[src/rtl/fft_ctrl_pkg.sv]
// Shared types and geometry for the FFT frame controller.
package fft_ctrl_pkg;

    localparam int unsigned DATA_W     = 16;
    localparam int unsigned BANKS      = 4;
    localparam int unsigned BANK_DEPTH = 512;
    localparam int unsigned N_POINTS   = BANKS * BANK_DEPTH;
    localparam int unsigned ADDR_W     = $clog2(BANK_DEPTH);
    localparam int unsigned IDX_W      = $clog2(N_POINTS);
    localparam int unsigned BANK_W     = $clog2(BANKS);

    typedef enum logic [1:0] {
        FILL     = 2'd0,
        LAUNCH   = 2'd1,
        WAIT_RDY = 2'd2,
        READOUT  = 2'd3
    } state_t;

    // Top index bits pick the bank, the rest is the in-bank word address.
    function automatic logic [BANK_W-1:0] bank_of(input logic [IDX_W-1:0] k);
        return k[IDX_W-1 -: BANK_W];
    endfunction

endpackage

[src/rtl/fft_out_fifo.sv]
// Small synchronous FIFO with occupancy count; head is shown combinationally.
module fft_out_fifo #(
    parameter  int unsigned DEPTH = 4,
    parameter  int unsigned WIDTH = 16,
    localparam int unsigned CNT_W = $clog2(DEPTH + 1)
) (
    input  logic             i_clk,
    input  logic             i_rst,
    input  logic             i_push,
    input  logic [WIDTH-1:0] i_data,
    input  logic             i_pop,
    output logic [WIDTH-1:0] o_data,
    output logic             o_valid,
    output logic [CNT_W-1:0] o_count
);

    localparam int unsigned      PTR_W    = (DEPTH > 1) ? $clog2(DEPTH) : 1;
    localparam logic [PTR_W-1:0] LAST_PTR = PTR_W'(DEPTH - 1);

    logic [WIDTH-1:0] r_mem [DEPTH];
    logic [PTR_W-1:0] r_wr_ptr;
    logic [PTR_W-1:0] r_rd_ptr;
    logic [CNT_W-1:0] r_count;
    logic             w_push;
    logic             w_pop;

    assign w_pop  = i_pop & (r_count != '0);
    assign w_push = i_push & ((r_count != CNT_W'(DEPTH)) | w_pop);

    // Pointer, count and storage update.
    always_ff @(posedge i_clk) begin
        if (i_rst) begin
            r_wr_ptr <= '0;
            r_rd_ptr <= '0;
            r_count  <= '0;
        end else begin
            if (w_push) begin
                r_mem[r_wr_ptr] <= i_data;
                r_wr_ptr        <= (r_wr_ptr == LAST_PTR) ? '0 : r_wr_ptr + PTR_W'(1);
            end
            if (w_pop) begin
                r_rd_ptr <= (r_rd_ptr == LAST_PTR) ? '0 : r_rd_ptr + PTR_W'(1);
            end
            case ({w_push, w_pop})
                2'b10:   r_count <= r_count + CNT_W'(1);
                2'b01:   r_count <= r_count - CNT_W'(1);
                default: r_count <= r_count;
            endcase
        end
    end

    // Empty FIFO presents zero so stale storage never leaks out.
    assign o_valid = (r_count != '0);
    assign o_data  = o_valid ? r_mem[r_rd_ptr] : '0;
    assign o_count = r_count;

endmodule

[src/rtl/fft_frame_ctrl.sv]
// Frame sequencer: loads 2048 ADC samples into four banks, launches the FFT,
// waits for completion and streams the real-part results out in order.
module fft_frame_ctrl
    import fft_ctrl_pkg::*;
#(
    parameter int unsigned TIMEOUT = 65535,
    parameter int unsigned RD_LAT  = 2
) (
    input  logic              iCLK,
    input  logic              iRESET,
    input  logic [DATA_W-1:0] iADC_DATA,
    input  logic              iADC_VALID,
    output logic [DATA_W-1:0] oDATA,
    output logic [ADDR_W-1:0] oADDR_WR_0,
    output logic [ADDR_W-1:0] oADDR_WR_1,
    output logic [ADDR_W-1:0] oADDR_WR_2,
    output logic [ADDR_W-1:0] oADDR_WR_3,
    output logic              oWE_0,
    output logic              oWE_1,
    output logic              oWE_2,
    output logic              oWE_3,
    output logic              oSTART,
    input  logic              iFFT_RDY,
    output logic [ADDR_W-1:0] oADDR_RD_0,
    output logic [ADDR_W-1:0] oADDR_RD_1,
    output logic [ADDR_W-1:0] oADDR_RD_2,
    output logic [ADDR_W-1:0] oADDR_RD_3,
    input  logic [DATA_W-1:0] iDATA_RE_0,
    input  logic [DATA_W-1:0] iDATA_RE_1,
    input  logic [DATA_W-1:0] iDATA_RE_2,
    input  logic [DATA_W-1:0] iDATA_RE_3,
    output logic [DATA_W-1:0] oOUT_DATA,
    output logic              oOUT_VALID,
    input  logic              iOUT_READY,
    output logic              oBUSY,
    output logic              oERR,
    output logic [15:0]       oDROP_CNT
);

    localparam int unsigned      FIFO_DEPTH = RD_LAT + 2;
    localparam int unsigned      CNT_W      = $clog2(FIFO_DEPTH + 1);
    localparam int unsigned      SUM_W      = CNT_W + 1;
    localparam int unsigned      TMO_W      = $clog2(TIMEOUT + 1);
    localparam int unsigned      DROP_W     = 16;
    localparam logic [IDX_W-1:0] LAST_IDX   = IDX_W'(N_POINTS - 1);

    state_t                       r_state;
    logic [IDX_W-1:0]             r_wr_idx;
    logic [IDX_W-1:0]             r_rd_idx;
    logic [IDX_W-1:0]             r_xfer;
    logic                         r_rd_done;
    logic                         r_rdy_q;
    logic [TMO_W-1:0]             r_tmo;
    logic [RD_LAT:0]              r_vld_pipe;
    logic [RD_LAT:0][BANK_W-1:0]  r_bank_pipe;
    logic [DATA_W-1:0]            r_data;
    logic [BANKS-1:0][ADDR_W-1:0] r_addr_wr;
    logic [BANKS-1:0][ADDR_W-1:0] r_addr_rd;
    logic [BANKS-1:0]             r_we;
    logic                         r_start;
    logic                         r_busy;
    logic                         r_err;
    logic [DROP_W-1:0]            r_drop;

    logic                         w_rdy_rise;
    logic                         w_pop;
    logic                         w_push;
    logic                         w_issue;
    logic                         w_credit_ok;
    logic [CNT_W-1:0]             w_fifo_cnt;
    logic [CNT_W-1:0]             w_occ;
    logic [CNT_W-1:0]             w_inflight;
    logic [DATA_W-1:0]            w_fifo_data;
    logic                         w_fifo_valid;
    logic [DATA_W-1:0]            w_push_data;

    assign w_rdy_rise = iFFT_RDY & ~r_rdy_q;
    assign w_pop      = w_fifo_valid & iOUT_READY;
    assign w_push     = r_vld_pipe[RD_LAT];
    assign w_occ      = w_fifo_cnt - CNT_W'(w_pop);

    // Number of reads issued whose data has not yet reached the FIFO.
    always_comb begin
        w_inflight = '0;
        for (int unsigned i = 0; i <= RD_LAT; i++) begin
            w_inflight = w_inflight + CNT_W'(r_vld_pipe[i]);
        end
    end

    // Issue only when the FIFO is guaranteed a free slot for the returning word.
    assign w_credit_ok = (SUM_W'(w_occ) + SUM_W'(w_inflight)) < SUM_W'(FIFO_DEPTH);
    assign w_issue     = (r_state == READOUT) & ~r_rd_done & w_credit_ok;

    // Route the returning bank's data using the delayed bank select.
    always_comb begin
        w_push_data = iDATA_RE_0;
        case (r_bank_pipe[RD_LAT])
            2'd1:    w_push_data = iDATA_RE_1;
            2'd2:    w_push_data = iDATA_RE_2;
            2'd3:    w_push_data = iDATA_RE_3;
            default: w_push_data = iDATA_RE_0;
        endcase
    end

    fft_out_fifo #(
        .DEPTH (FIFO_DEPTH),
        .WIDTH (DATA_W)
    ) u_fifo (
        .i_clk   (iCLK),
        .i_rst   (iRESET),
        .i_push  (w_push),
        .i_data  (w_push_data),
        .i_pop   (w_pop),
        .o_data  (w_fifo_data),
        .o_valid (w_fifo_valid),
        .o_count (w_fifo_cnt)
    );

    // Frame FSM with registered bank-write, launch, read-issue and status outputs.
    always_ff @(posedge iCLK) begin
        if (iRESET) begin
            r_state     <= FILL;
            r_wr_idx    <= '0;
            r_rd_idx    <= '0;
            r_xfer      <= '0;
            r_rd_done   <= 1'b0;
            r_rdy_q     <= 1'b0;
            r_tmo       <= '0;
            r_vld_pipe  <= '0;
            r_bank_pipe <= '0;
            r_data      <= '0;
            r_addr_wr   <= '0;
            r_addr_rd   <= '0;
            r_we        <= '0;
            r_start     <= 1'b0;
            r_busy      <= 1'b0;
            r_err       <= 1'b0;
            r_drop      <= '0;
        end else begin
            r_rdy_q    <= iFFT_RDY;
            r_we       <= '0;
            r_start    <= 1'b0;
            r_vld_pipe <= {r_vld_pipe[RD_LAT-1:0], w_issue};
            r_bank_pipe[0] <= bank_of(r_rd_idx);
            for (int unsigned i = 1; i <= RD_LAT; i++) begin
                r_bank_pipe[i] <= r_bank_pipe[i-1];
            end

            if (iADC_VALID && (r_state != FILL) && (r_drop != '1)) begin
                r_drop <= r_drop + DROP_W'(1);
            end

            if (w_issue) begin
                r_addr_rd[bank_of(r_rd_idx)] <= r_rd_idx[ADDR_W-1:0];
                r_rd_idx <= r_rd_idx + IDX_W'(1);
                if (r_rd_idx == LAST_IDX) begin
                    r_rd_done <= 1'b1;
                end
            end

            case (r_state)
                FILL: begin
                    if (iADC_VALID) begin
                        r_we[bank_of(r_wr_idx)]      <= 1'b1;
                        r_addr_wr[bank_of(r_wr_idx)] <= r_wr_idx[ADDR_W-1:0];
                        r_data   <= iADC_DATA;
                        r_err    <= 1'b0;
                        r_wr_idx <= r_wr_idx + IDX_W'(1);
                        if (r_wr_idx == LAST_IDX) begin
                            r_state <= LAUNCH;
                            r_busy  <= 1'b1;
                        end
                    end
                end
                LAUNCH: begin
                    r_start <= 1'b1;
                    r_tmo   <= '0;
                    r_state <= WAIT_RDY;
                end
                WAIT_RDY: begin
                    if (w_rdy_rise) begin
                        r_rd_idx  <= '0;
                        r_rd_done <= 1'b0;
                        r_xfer    <= '0;
                        r_state   <= READOUT;
                    end else if (r_tmo == TMO_W'(TIMEOUT - 1)) begin
                        r_err    <= 1'b1;
                        r_wr_idx <= '0;
                        r_busy   <= 1'b0;
                        r_state  <= FILL;
                    end else begin
                        r_tmo <= r_tmo + TMO_W'(1);
                    end
                end
                READOUT: begin
                    if (w_pop) begin
                        r_xfer <= r_xfer + IDX_W'(1);
                        if (r_xfer == LAST_IDX) begin
                            r_wr_idx <= '0;
                            r_busy   <= 1'b0;
                            r_state  <= FILL;
                        end
                    end
                end
                default: r_state <= FILL;
            endcase
        end
    end

    assign oDATA      = r_data;
    assign oADDR_WR_0 = r_addr_wr[0];
    assign oADDR_WR_1 = r_addr_wr[1];
    assign oADDR_WR_2 = r_addr_wr[2];
    assign oADDR_WR_3 = r_addr_wr[3];
    assign oWE_0      = r_we[0];
    assign oWE_1      = r_we[1];
    assign oWE_2      = r_we[2];
    assign oWE_3      = r_we[3];
    assign oSTART     = r_start;
    assign oADDR_RD_0 = r_addr_rd[0];
    assign oADDR_RD_1 = r_addr_rd[1];
    assign oADDR_RD_2 = r_addr_rd[2];
    assign oADDR_RD_3 = r_addr_rd[3];
    assign oOUT_DATA  = w_fifo_data;
    assign oOUT_VALID = w_fifo_valid;
    assign oBUSY      = r_busy;
    assign oERR       = r_err;
    assign oDROP_CNT  = r_drop;

endmodule
[config.mk]
export PLATFORM = sky130hd
export DESIGN_NAME = fft_frame_ctrl
export DESIGN_NICKNAME = d
export VERILOG_FILES = /design/src/rtl/fft_ctrl_pkg.sv /design/src/rtl/fft_out_fifo.sv /design/src/rtl/fft_frame_ctrl.sv
export SDC_FILE = /design/constraint.sdc
export NUM_CORES = 1
export LEC_CHECK = 0
export CORE_ASPECT_RATIO = 0.7
export CORE_MARGIN = 10
export CORE_UTILIZATION = 53
export CTS_BUF_LIST = sky130_fd_sc_hd__clkbuf_4
export DETAILED_ROUTE_END_ITERATION = 8
export PLACE_DENSITY = 0.82
export RECOVER_POWER = 25
export SYNTH_ARGS = -nofsm -noshare
export SYNTH_HDL_FRONTEND = slang
export SYNTH_HIERARCHICAL = 1
export SYNTH_SLANG_ARGS = --single-unit
[constraint.sdc]
create_clock -name iCLK -period 3.7 [get_ports iCLK]
set_clock_uncertainty 0.05 [all_clocks]
set_input_delay 0.37 -clock iCLK [delete_from_list [all_inputs] [get_ports iCLK]]
set_output_delay 0.37 -clock iCLK [all_outputs]
set_load 0.01 [all_outputs]
==> run summary, run 1 <==
Reg2Reg Depth: 11
Register area: 5570 um^2
Hold buffers post-CTS: 0
Adder-cell share of the synthesized area: 0.0250
Rel. slew slack: 0.292
Complex-gate fraction of the synthesized area: 0.0949
Nets@finish: 1352
Leak pwr: 4.96 nW
Final setup vio count: 0
Delay of the slowest critical-path stage: 0.48 ns
Pwr Density: 415 nW/um^2
Final WS setup: 0.285 ns
DP Worst Slack: 0.196 ns
Largest net degree at the start of global routing: 64
Pre-antenna DRT Iters: 5
Critical path startpoint category: flip-flop
Count of unique library cells instantiated by Yosys: 65
CTS Buf Count: 58
Asr flop ratio synth: 0
Post-Synth XOR/XNOR Area: 0.0198
DR vias: 8489
Setup TNS: 0 ns
Total die area: 26200 um^2
Main combinational cell family by area after synthesis: simple AND/OR/NAND/NOR gates
Top_reg_cell synth: dfxtp_1
Worst-margin pin slew: 1.06 ns
Syn Area/Cell: 10.3 um^2
Die Wd: 189 um
Fill cells: 1521
Core ar.: 19700 um^2
H-tree depth: 2
Max IR drop VDD: 347 uV
FP Rows: 43
Clk slew on worst S/H paths: 0.07 ns
# DRC: 0
Area grow syn2layout: 27.5%
Routed len/inst: 17.2 um
HPWL after detailed placement: 18.8 mm
Gr ovfl total: 0
Register area share after synthesis: 0.525
Die height: 138 um
CP endpoint kind: flip-flop
CP max-delay cell: nand3_1
Worst-path fanout max: 12
#FFs+latches synth: 246
Worst hold-check path type: in -> reg
Cell area after synthesis: 10600 um^2
Final Critical Period: 3.41 ns
CP dominant cell by count: ha_1
CP Class: reg -> reg
Hold WS: 0.159 ns
Outcome: complete, no violations
Syn Nets: 1131
Hold Vio Cnt, Final: 0
Number of global-route vias before repair: 8419
Layout cell share with drive strength beyond 1: 0.113
Post-synth EDFFs: 64
Antenna Nets Post-Route: 0
Gate Count Post-Synth: 1026
Drt initial violations: 565
Gpl congestion: 0.798
Design Area, Final: 13500 um^2
CTS tree: built
Initial antenna violation count: 3
IO Count: 213
CP cell instances: or3_1, and2_1, ha_1, fa_1, inv_1, ha_1, nand2_1, o211a_1, nand3_1, mux2i_1, nor2_1
Initial Util: 0.537
Placed Instance Area: 12800 um^2
Vias per cell: 5.43
First-pass GRT wire length: 43.1 mm
Part of the cycle the worst path needs: 0.923
Final slew viol count: 0
Clk_lat worst skew: 0.67 ns
Synth Warn #: 6
CP arrival: 3.89 ns
Worst Path Required: 4.18 ns
Max Cap Viol: 0
Gr usage total: 0.197
Clock tree buffer depth: 3
Hold Path Depth: 2
RSZ-0062 raised after global routing: no
CTS sink count: 246
Fin cells: 1564
DP Cell Count: 1456
Port bufs: 212
Post-Synth Simple-Gate Area: 0.187
CTS Root Cell: clkbuf_4
Area of the multi-input gates: 4610 um^2
Post-synthesis mux area share: 0.110
Final wirelength: 26.9 mm
Max Fclk: 0.293 GHz
[final cells by class]
type / instances / area share
antenna: 3 / 0.000555
clock buffer: 80 / 0.0444
clock inverter: 24 / 0.00713
inverter: 24 / 0.00666
multi-input combinational: 692 / 0.341
sequential: 246 / 0.412
tap: 270 / 0.0250
timing repair buffer: 225 / 0.164
[power breakdown]
group | leakage (nW) | switching (mW) | total, mW | internal (mW)
combinational | 2.49 | 0.405 | 0.686 | 0.281
sequential | 2.04 | 0.0555 | 2.87 | 2.81
clock | 0.420 | 1.05 | 2.05 | 1.00
[synthesized netlist by cell type (11+ instances only)]
master / count / area, um^2
dfxtp_1: 182 / 3640
nand2_1: 152 / 571
nor2_1: 95 / 357
a21oi_1: 83 / 415
edfxtp_1: 64 / 1920
mux2i_1: 40 / 400
clkbuf_1: 38 / 143
nand3_1: 29 / 145
mux4_2: 26 / 586
inv_1: 24 / 90.1
and2_1: 23 / 144
nand4_1: 21 / 131
or3_1: 21 / 131
ha_1: 18 / 225
xor2_1: 17 / 149
buf_2: 14 / 70.1
o21ai_0: 14 / 70.1
o31ai_1: 13 / 97.6
or4_1: 13 / 97.6
nor2b_1: 11 / 68.8
nor3_1: 11 / 55.1
[flip-flops by register name, indices dropped and copies added (netlist names), 4 cells and up, named ones only]
| name | count |
|---|---|
| oADDR_RD_0 | 9 |
| oADDR_RD_1 | 9 |
| oADDR_RD_2 | 9 |
| oADDR_RD_3 | 9 |
| oADDR_WR_0 | 9 |
| oADDR_WR_1 | 9 |
| oADDR_WR_2 | 9 |
| oADDR_WR_3 | 9 |
| oDATA | 16 |
| oDROP_CNT | 16 |
| r_bank_pipe | 6 |
| r_rd_idx | 11 |
| r_tmo | 16 |
| r_we | 4 |
| r_wr_idx | 11 |
| r_xfer | 11 |
| u_fifo/r_mem | 64 |
[placed cells by master, fill, tap and decap left out, types with 13 or more instances in the layout]
| cell type | count |
|---|---|
| mux4_2 | 26 |
| dfxtp_1 | 182 |
| clkinv_1 | 18 |
| and2_1 | 22 |
| nand4_1 | 21 |
| inv_1 | 24 |
| dlygate4sd3_1 | 50 |
| or3_1 | 21 |
| edfxtp_1 | 64 |
| nor2_1 | 95 |
| nand3_1 | 29 |
| buf_4 | 13 |
| clkdlybuf4s50_1 | 161 |
| clkbuf_4 | 80 |
| o21ai_0 | 14 |
| a21oi_1 | 83 |
| ha_1 | 18 |
| o31ai_1 | 13 |
| nand2_1 | 152 |
| mux2i_1 | 40 |
| or4_1 | 13 |
| xor2_1 | 17 |
[worst max-delay path: cells and delay by family, from the launching register on]
kind	cells	cell delay, ns
AOI/OAI and AO/OA	1	0.37
and+or+nand+nor	5	1.21
adders and majority gates	3	0.90
DFF	1	0.37
buffers and inverters	1	0.06
muxes	1	0.32
[cell families (layout without fill, tap and decap cells)]
group	Yosys count	in the layout
DFF	246	246
and+or+nand+nor	415	415
xor gates and xnor gates	24	24
buffers and inverters	88	353
AOI/OAI and AO/OA	159	159
adders and majority gates	20	20
other	0	3
muxes	74	74
[per-layer routing]
| metal | track usage | routed length (um) | up-vias |
|---|---|---|---|
| met5 | 0 | 0 | - |
| met3 | 0.0822 | 2550 | 34 |
| li1 | - | - | 4129 |
| met2 | 0.307 | 12600 | 267 |
| met4 | 0.0575 | 422 | 0 |
| met1 | 0.245 | 11300 | 4059 |
[stage by stage]
step | power (mW) | util
after global routing | 5.87 | 0.685
final | 5.61 | 0.685
after CTS | 5.67 | 0.686
after floorplan | 3.34 | -
after global placement | 3.60 | 0.650
after detailed placement | 3.62 | 0.650
[path summary, 6_finish.rpt]
check / from / end / slack (ns)
min reg2reg: r_bank_pipe[0] / r_bank_pipe[2] / 0.39
max reg2reg: u_fifo/o_count[0] / oADDR_RD_3[2] / 0.29
min: iRESET / u_fifo/r_wr_ptr[1] / 0.16
max: u_fifo/o_count[0] / oADDR_RD_3[2] / 0.29
[repair_timing]
action,CTS,global route
setup endpoints to repair,0,4
gates resized for setup,0,0
buffers inserted,0,1
Note: power is estimated with default switching activity, not from simulation.
==> run 2, diff against run 1 <==
--- a/config.mk
+++ b/config.mk
@@ -10,7 +10,7 @@
 export CORE_UTILIZATION = 53
 export CTS_BUF_LIST = sky130_fd_sc_hd__clkbuf_4
 export DETAILED_ROUTE_END_ITERATION = 8
-export PLACE_DENSITY = 0.82
+export PLACE_DENSITY = 0.91
 export RECOVER_POWER = 25
 export SYNTH_ARGS = -nofsm -noshare
 export SYNTH_HDL_FRONTEND = slang
==> run 2 against run 1 <==
  * Worst hold slack gained 0.045 ns
  * Core utilization grew 0.20 points
  * Clock-buffer cell count grew 11
  * Clock power grew 8%
  * Sequential share of layout area shrank 0.12 points
  * Maximum frequency shrank 1.8%
  * Register-to-register slack lost 0.06 ns
  * Power grew 2.7%
  * Via count grew 1.2%
  * Largest power group unchanged
==> run summary, run 2 (same netlist as run 1, synthesis figures left out) <==
Clk_lat worst skew: 0.67 ns
Max IR drop VDD: 321 uV
# DRC: 0
Area grow syn2layout: 27.9%
Die Wd: 189 um
Max Fclk: 0.287 GHz
Vias per cell: 5.52
Delay of the slowest critical-path stage: 0.51 ns
Family with the most delay on the worst path: simple AND/OR/NAND/NOR gates
CP dominant cell by count: ha_1
Hold Vio Cnt, Final: 0
Post-CTS sizing: 0
Nets@finish: 1345
Antenna Nets Post-Route: 0
Port bufs: 212
CP max-delay cell: nand3_1
Gr usage total: 0.203
Fill cells: 1504
Clock tree buffer depth: 3
Utilization after layout: 0.687
CTS tree: built
Part of the cycle the worst path needs: 0.940
CTS Root Cell: clkbuf_4
DP Cell Count: 1452
CP endpoint kind: flip-flop
M3 GR Usage: 0.0857
H-tree depth: 2
CP arrival: 3.94 ns
FP Rows: 43
Initial Util: 0.537
Die height: 138 um
Core ar.: 19700 um^2
Clk slew on worst S/H paths: 0.07 ns
Gr ovfl total: 0
Worst Path Required: 4.16 ns
Register area: 5570 um^2
Area of the multi-input gates: 4630 um^2
Max reg flops: 64
Hold buffers post-CTS: 0
Outcome: complete, no violations
Busiest grt layer: met2
Largest net degree at the start of global routing: 86
IO Count: 213
HPWL after detailed placement: 19.2 mm
Design Area, Final: 13600 um^2
First-pass GRT wire length: 44.2 mm
DR vias: 8594
Max Cap Viol: 0
Met1 usage: 0.245
CP Buf/Inv Count: 1
Total die area: 26200 um^2
Worst hold-check path type: in -> reg
CTS Buf Count: 56
Critical path startpoint category: flip-flop
Worst-path fanout max: 12
Fin cells: 1556
RSZ-0062 raised after global routing: yes
Final wirelength: 27.4 mm
Placed Instance Area: 12800 um^2
Highest-count cells in the layout ignoring fill and taps: dfxtp_1, nand2_1, clkdlybuf4s50_1
CP cell instances: or3_1, and2_1, ha_1, fa_1, inv_1, ha_1, nand2_1, o211a_1, nand3_1, mux2i_1, nor2_1
Pwr Density: 425 nW/um^2
Leak pwr: 5.03 nW
Number of global-route vias before repair: 8556
CP Class: reg -> reg
Initial antenna violation count: 2
Layout cell share with drive strength beyond 1: 0.117
Setup TNS: 0 ns
CTS sink count: 246
Met2 Resource Use GR: 0.326
Post-CTS repair timing setup buffer count: 0
Top reg by flops: u_fifo/r_mem
Gpl congestion: 0.849
Rel. slew slack: 0.201
Pre-antenna DRT Iters: 5
Final slew viol count: 0
Routed len/inst: 17.6 um
Final setup vio count: 0
Drt initial violations: 488
Worst-margin pin slew: 1.20 ns
Final Critical Period: 3.48 ns
Commonest non-fill, non-tap cell in the layout: dfxtp_1
-- run 2: changes by cell type in the layout (fill, tap and decap cells not counted), moves of 4 or more --
| cell | delta |
|---|---|
| clkdlybuf4s50_1 | -19 |
| buf_4 | -5 |
| clkinv_1 | -9 |
| clkinv_2 | -4 |
| clkbuf_4 | +11 |
| dlygate4sd3_1 | +19 |
-- run 2: worst reg2reg max path, delay by kind of cell (launching register included) --
family                   cells  cell delay, ns
AO/OA/AOI/OAI                1            0.38
adder cells (fa/ha/maj)      3            0.89
buffers and inverters        1            0.06
flip-flops                   1            0.39
multiplexers                 1            0.33
AND/OR/NAND/NOR              5            1.25
-- run 2: final cells by class --
cell class	count	area share
sequential	246	0.410
tap	270	0.0249
multi-input combinational	692	0.342
clock buffer	91	0.0504
inverter	24	0.00664
timing repair buffer	220	0.160
clock inverter	11	0.00508
antenna	2	0.000369
-- run 2: final timing paths --
| kind | startpoint | end | slack [ns] | cells after the start |
|---|---|---|---|---|
| worst min-delay path | iADC_DATA[5] | oDATA[5] | 0.20 | 3 |
| worst max register to register | u_fifo/o_count[1] | oADDR_RD_2[7] | 0.22 | 11 |
| worst max-delay path | u_fifo/o_count[1] | oADDR_RD_2[7] | 0.22 | 11 |
| worst min register to register | r_bank_pipe[3] | r_bank_pipe[5] | 0.39 | 1 |
-- run 2: routing by layer --
| metal | part of all wire | wire length (um) | vias up |
|---|---|---|---|
| li1 | - | - | 4118 |
| met1 | 0.41 | 11300 | 4089 |
| met2 | 0.47 | 12900 | 344 |
| met3 | 0.10 | 2840 | 43 |
| met4 | 0.015 | 400 | 0 |
| met5 | 0 | 0 | - |
-- run 2: power breakdown --
part,leakage (nW),total [mW],internal [mW],switching [mW]
combinational,2.54,0.676,0.275,0.401
clock,0.451,2.21,1.18,1.03
sequential,2.04,2.87,2.81,0.0581
total,5.03,5.76,4.26,1.49
-- run 2: stage by stage --
stage	setup slack [ns]	hold slack (ns)	power, mW
after floorplan	0.380	0.364	3.34
after global routing	-0.0527	0.163	6.03
final	0.221	0.205	5.76
after CTS	0.194	0.153	5.83
after detailed placement	0.190	0.376	3.61
after global placement	0.313	0.383	3.59
==> run 3, diff against run 2 <==
--- a/config.mk
+++ b/config.mk
@@ -5,6 +5,7 @@
 export SDC_FILE = /design/constraint.sdc
 export NUM_CORES = 1
 export LEC_CHECK = 0
+export CAP_MARGIN = 20
 export CORE_ASPECT_RATIO = 0.7
 export CORE_MARGIN = 10
 export CORE_UTILIZATION = 53
==> run 3 against run 2 <==
  * Clock power barely moved
  * Largest cell class unchanged
  * Cell area rose by 0.20%
  * Power rose by 0.20%
  * First-iteration DRC count fell by 11%
  * Maximum frequency fell by 0.14%
  * Via count fell by 0.43%
==> run summary, run 3 (same netlist as run 1, synthesis figures left out) <==
DR vias: 8557
Initial Util: 0.537
Final Total Pwr: 5.77 mW
CP dominant cell by count: ha_1
CP endpoint kind: flip-flop
CTS tree: built
First-pass GRT wire length: 44.2 mm
Area grow syn2layout: 28.1%
H-tree depth: 2
Gr ovfl total: 0
Antenna Nets Post-Route: 0
Die height: 138 um
Drt initial violations: 432
Pre-antenna DRT Iters: 5
Commonest non-fill, non-tap cell in the layout: clkdlybuf4s50_1
Worst Path Required: 4.16 ns
Critical path startpoint category: flip-flop
DRT met1 WL: 11.4 mm
Worst path depth: 11
Post-CTS repair timing setup buffer count: 0
Delay of the slowest critical-path stage: 0.51 ns
Setup crit end: oADDR_RD_2[7]
DP Worst Slack: 0.190 ns
Top reg by flops: u_fifo/r_mem
Die Wd: 189 um
Outcome: complete, no violations
Highest Signal Layer: met4
Core ar.: 19700 um^2
Max reg flops: 64
RSZ-0062 raised after global routing: yes
Max Fclk: 0.287 GHz
Port bufs: 212
DP Cell Count: 1452
Hold WS: 0.198 ns
CTS sink count: 246
CP arrival: 3.94 ns
Worst-margin pin slew: 1.20 ns
Clk slew on worst S/H paths: 0.08 ns
Highest-count cells in the layout ignoring fill and taps: clkdlybuf4s50_1, dfxtp_1, nand2_1
CP max-delay cell: nand3_1
Hold Vio Cnt, Final: 0
Gpl congestion: 0.849
R2R Setup Slk: 0.22 ns
Routed len/inst: 17.6 um
Nets@finish: 1346
CTS Buf Count: 56
Pwr Density: 425 nW/um^2
Final slew viol count: 0
R2r startpoint: u_fifo/o_count[0]
Final Critical Period: 3.48 ns
Worst-path fanout max: 12
Reg2Reg Depth: 11
Family with the most delay on the worst path: simple AND/OR/NAND/NOR gates
Fin cells: 1557
CP startpoint: u_fifo/o_count[0]
Leak pwr: 4.85 nW
CP Buf/Inv Count: 1
CTS Root Cell: clkbuf_4
Hold buffers post-CTS: 0
Total die area: 26200 um^2
Part of the cycle the worst path needs: 0.941
Largest net degree at the start of global routing: 86
Vias per cell: 5.50
Initial antenna violation count: 2
Clock tree buffer depth: 3
Met3 WL: 2.71 mm
Layout cell share with drive strength beyond 1: 0.118
# DRC: 0
Final wirelength: 27.5 mm
IO Count: 213
Reg2reg end: oADDR_RD_2[7]
Rel. slew slack: 0.197
Final setup vio count: 0
Max Cap Viol: 0
FP Rows: 43
Final WS setup: 0.216 ns
Gr usage total: 0.203
Max IR drop VDD: 326 uV
Number of global-route vias before repair: 8556
Post-CTS sizing: 0
HPWL after detailed placement: 19.2 mm
Clk_lat worst skew: 0.67 ns
Worst hold-check path type: in -> reg
CP Class: reg -> reg
Metal2 WL: 12.9 mm
Hold Path Depth: 3
CP cell instances: or3_1, and2_1, ha_1, fa_1, inv_1, ha_1, nand2_1, o211a_1, nand3_1, mux2i_1, nor2_1
run 3: final cells by class:
| class | instances | area [um^2] |
|---|---|---|
| Timing Repair Buffer | 221 | 2200 |
| Clock inverter | 11 | 68.8 |
| Clock buffer | 91 | 683 |
| Multi-Input combinational cell | 692 | 4630 |
| Sequential cell | 246 | 5570 |
| Inverter | 24 | 90.1 |
| Fill cell | 1501 | 6160 |
| Tap cell | 270 | 338 |
| Antenna cell | 2 | 5.00 |
run 3: how the worst min path moves through the flow:
stage	slack (ns)	to	startpoint
global placement	0.38	r_bank_pipe[5]	r_bank_pipe[3]
detailed placement	0.38	r_bank_pipe[5]	r_bank_pipe[3]
global route	0.16	oDATA[5]	iADC_DATA[5]
floorplan	0.36	r_bank_pipe[2]	r_bank_pipe[0]
CTS	0.15	oDATA[12]	iADC_DATA[12]
finish	0.20	oDATA[5]	iADC_DATA[5]
run 3: per-stage QoR:
stage	TNS [ns]	utilization	area, um^2
CTS	0	0.687	13600
floorplan	0	-	10600
global placement	0	0.649	12800
global route	-0.195	0.688	13600
detailed placement	0	0.649	12800
finish	0	0.688	13600
run 3: power by group:
part	switching (mW)	internal [mW]
Sequential	0.0579	2.81
Clock	1.04	1.18
Combinational	0.401	0.282
run 3: metal layers:
metal,vias to the layer above,global-route usage
met3,39,0.0857
met5,-,0
met2,321,0.326
met1,4086,0.245
li1,4111,-
met4,0,0.0554
run 3: tightest hold or removal path: cells and delay by family:
kind,cells,cell delay (ns)
buffers and inverters,1,0.39
AOI/OAI and AO/OA,1,0.05
and+or+nand+nor,1,0.05
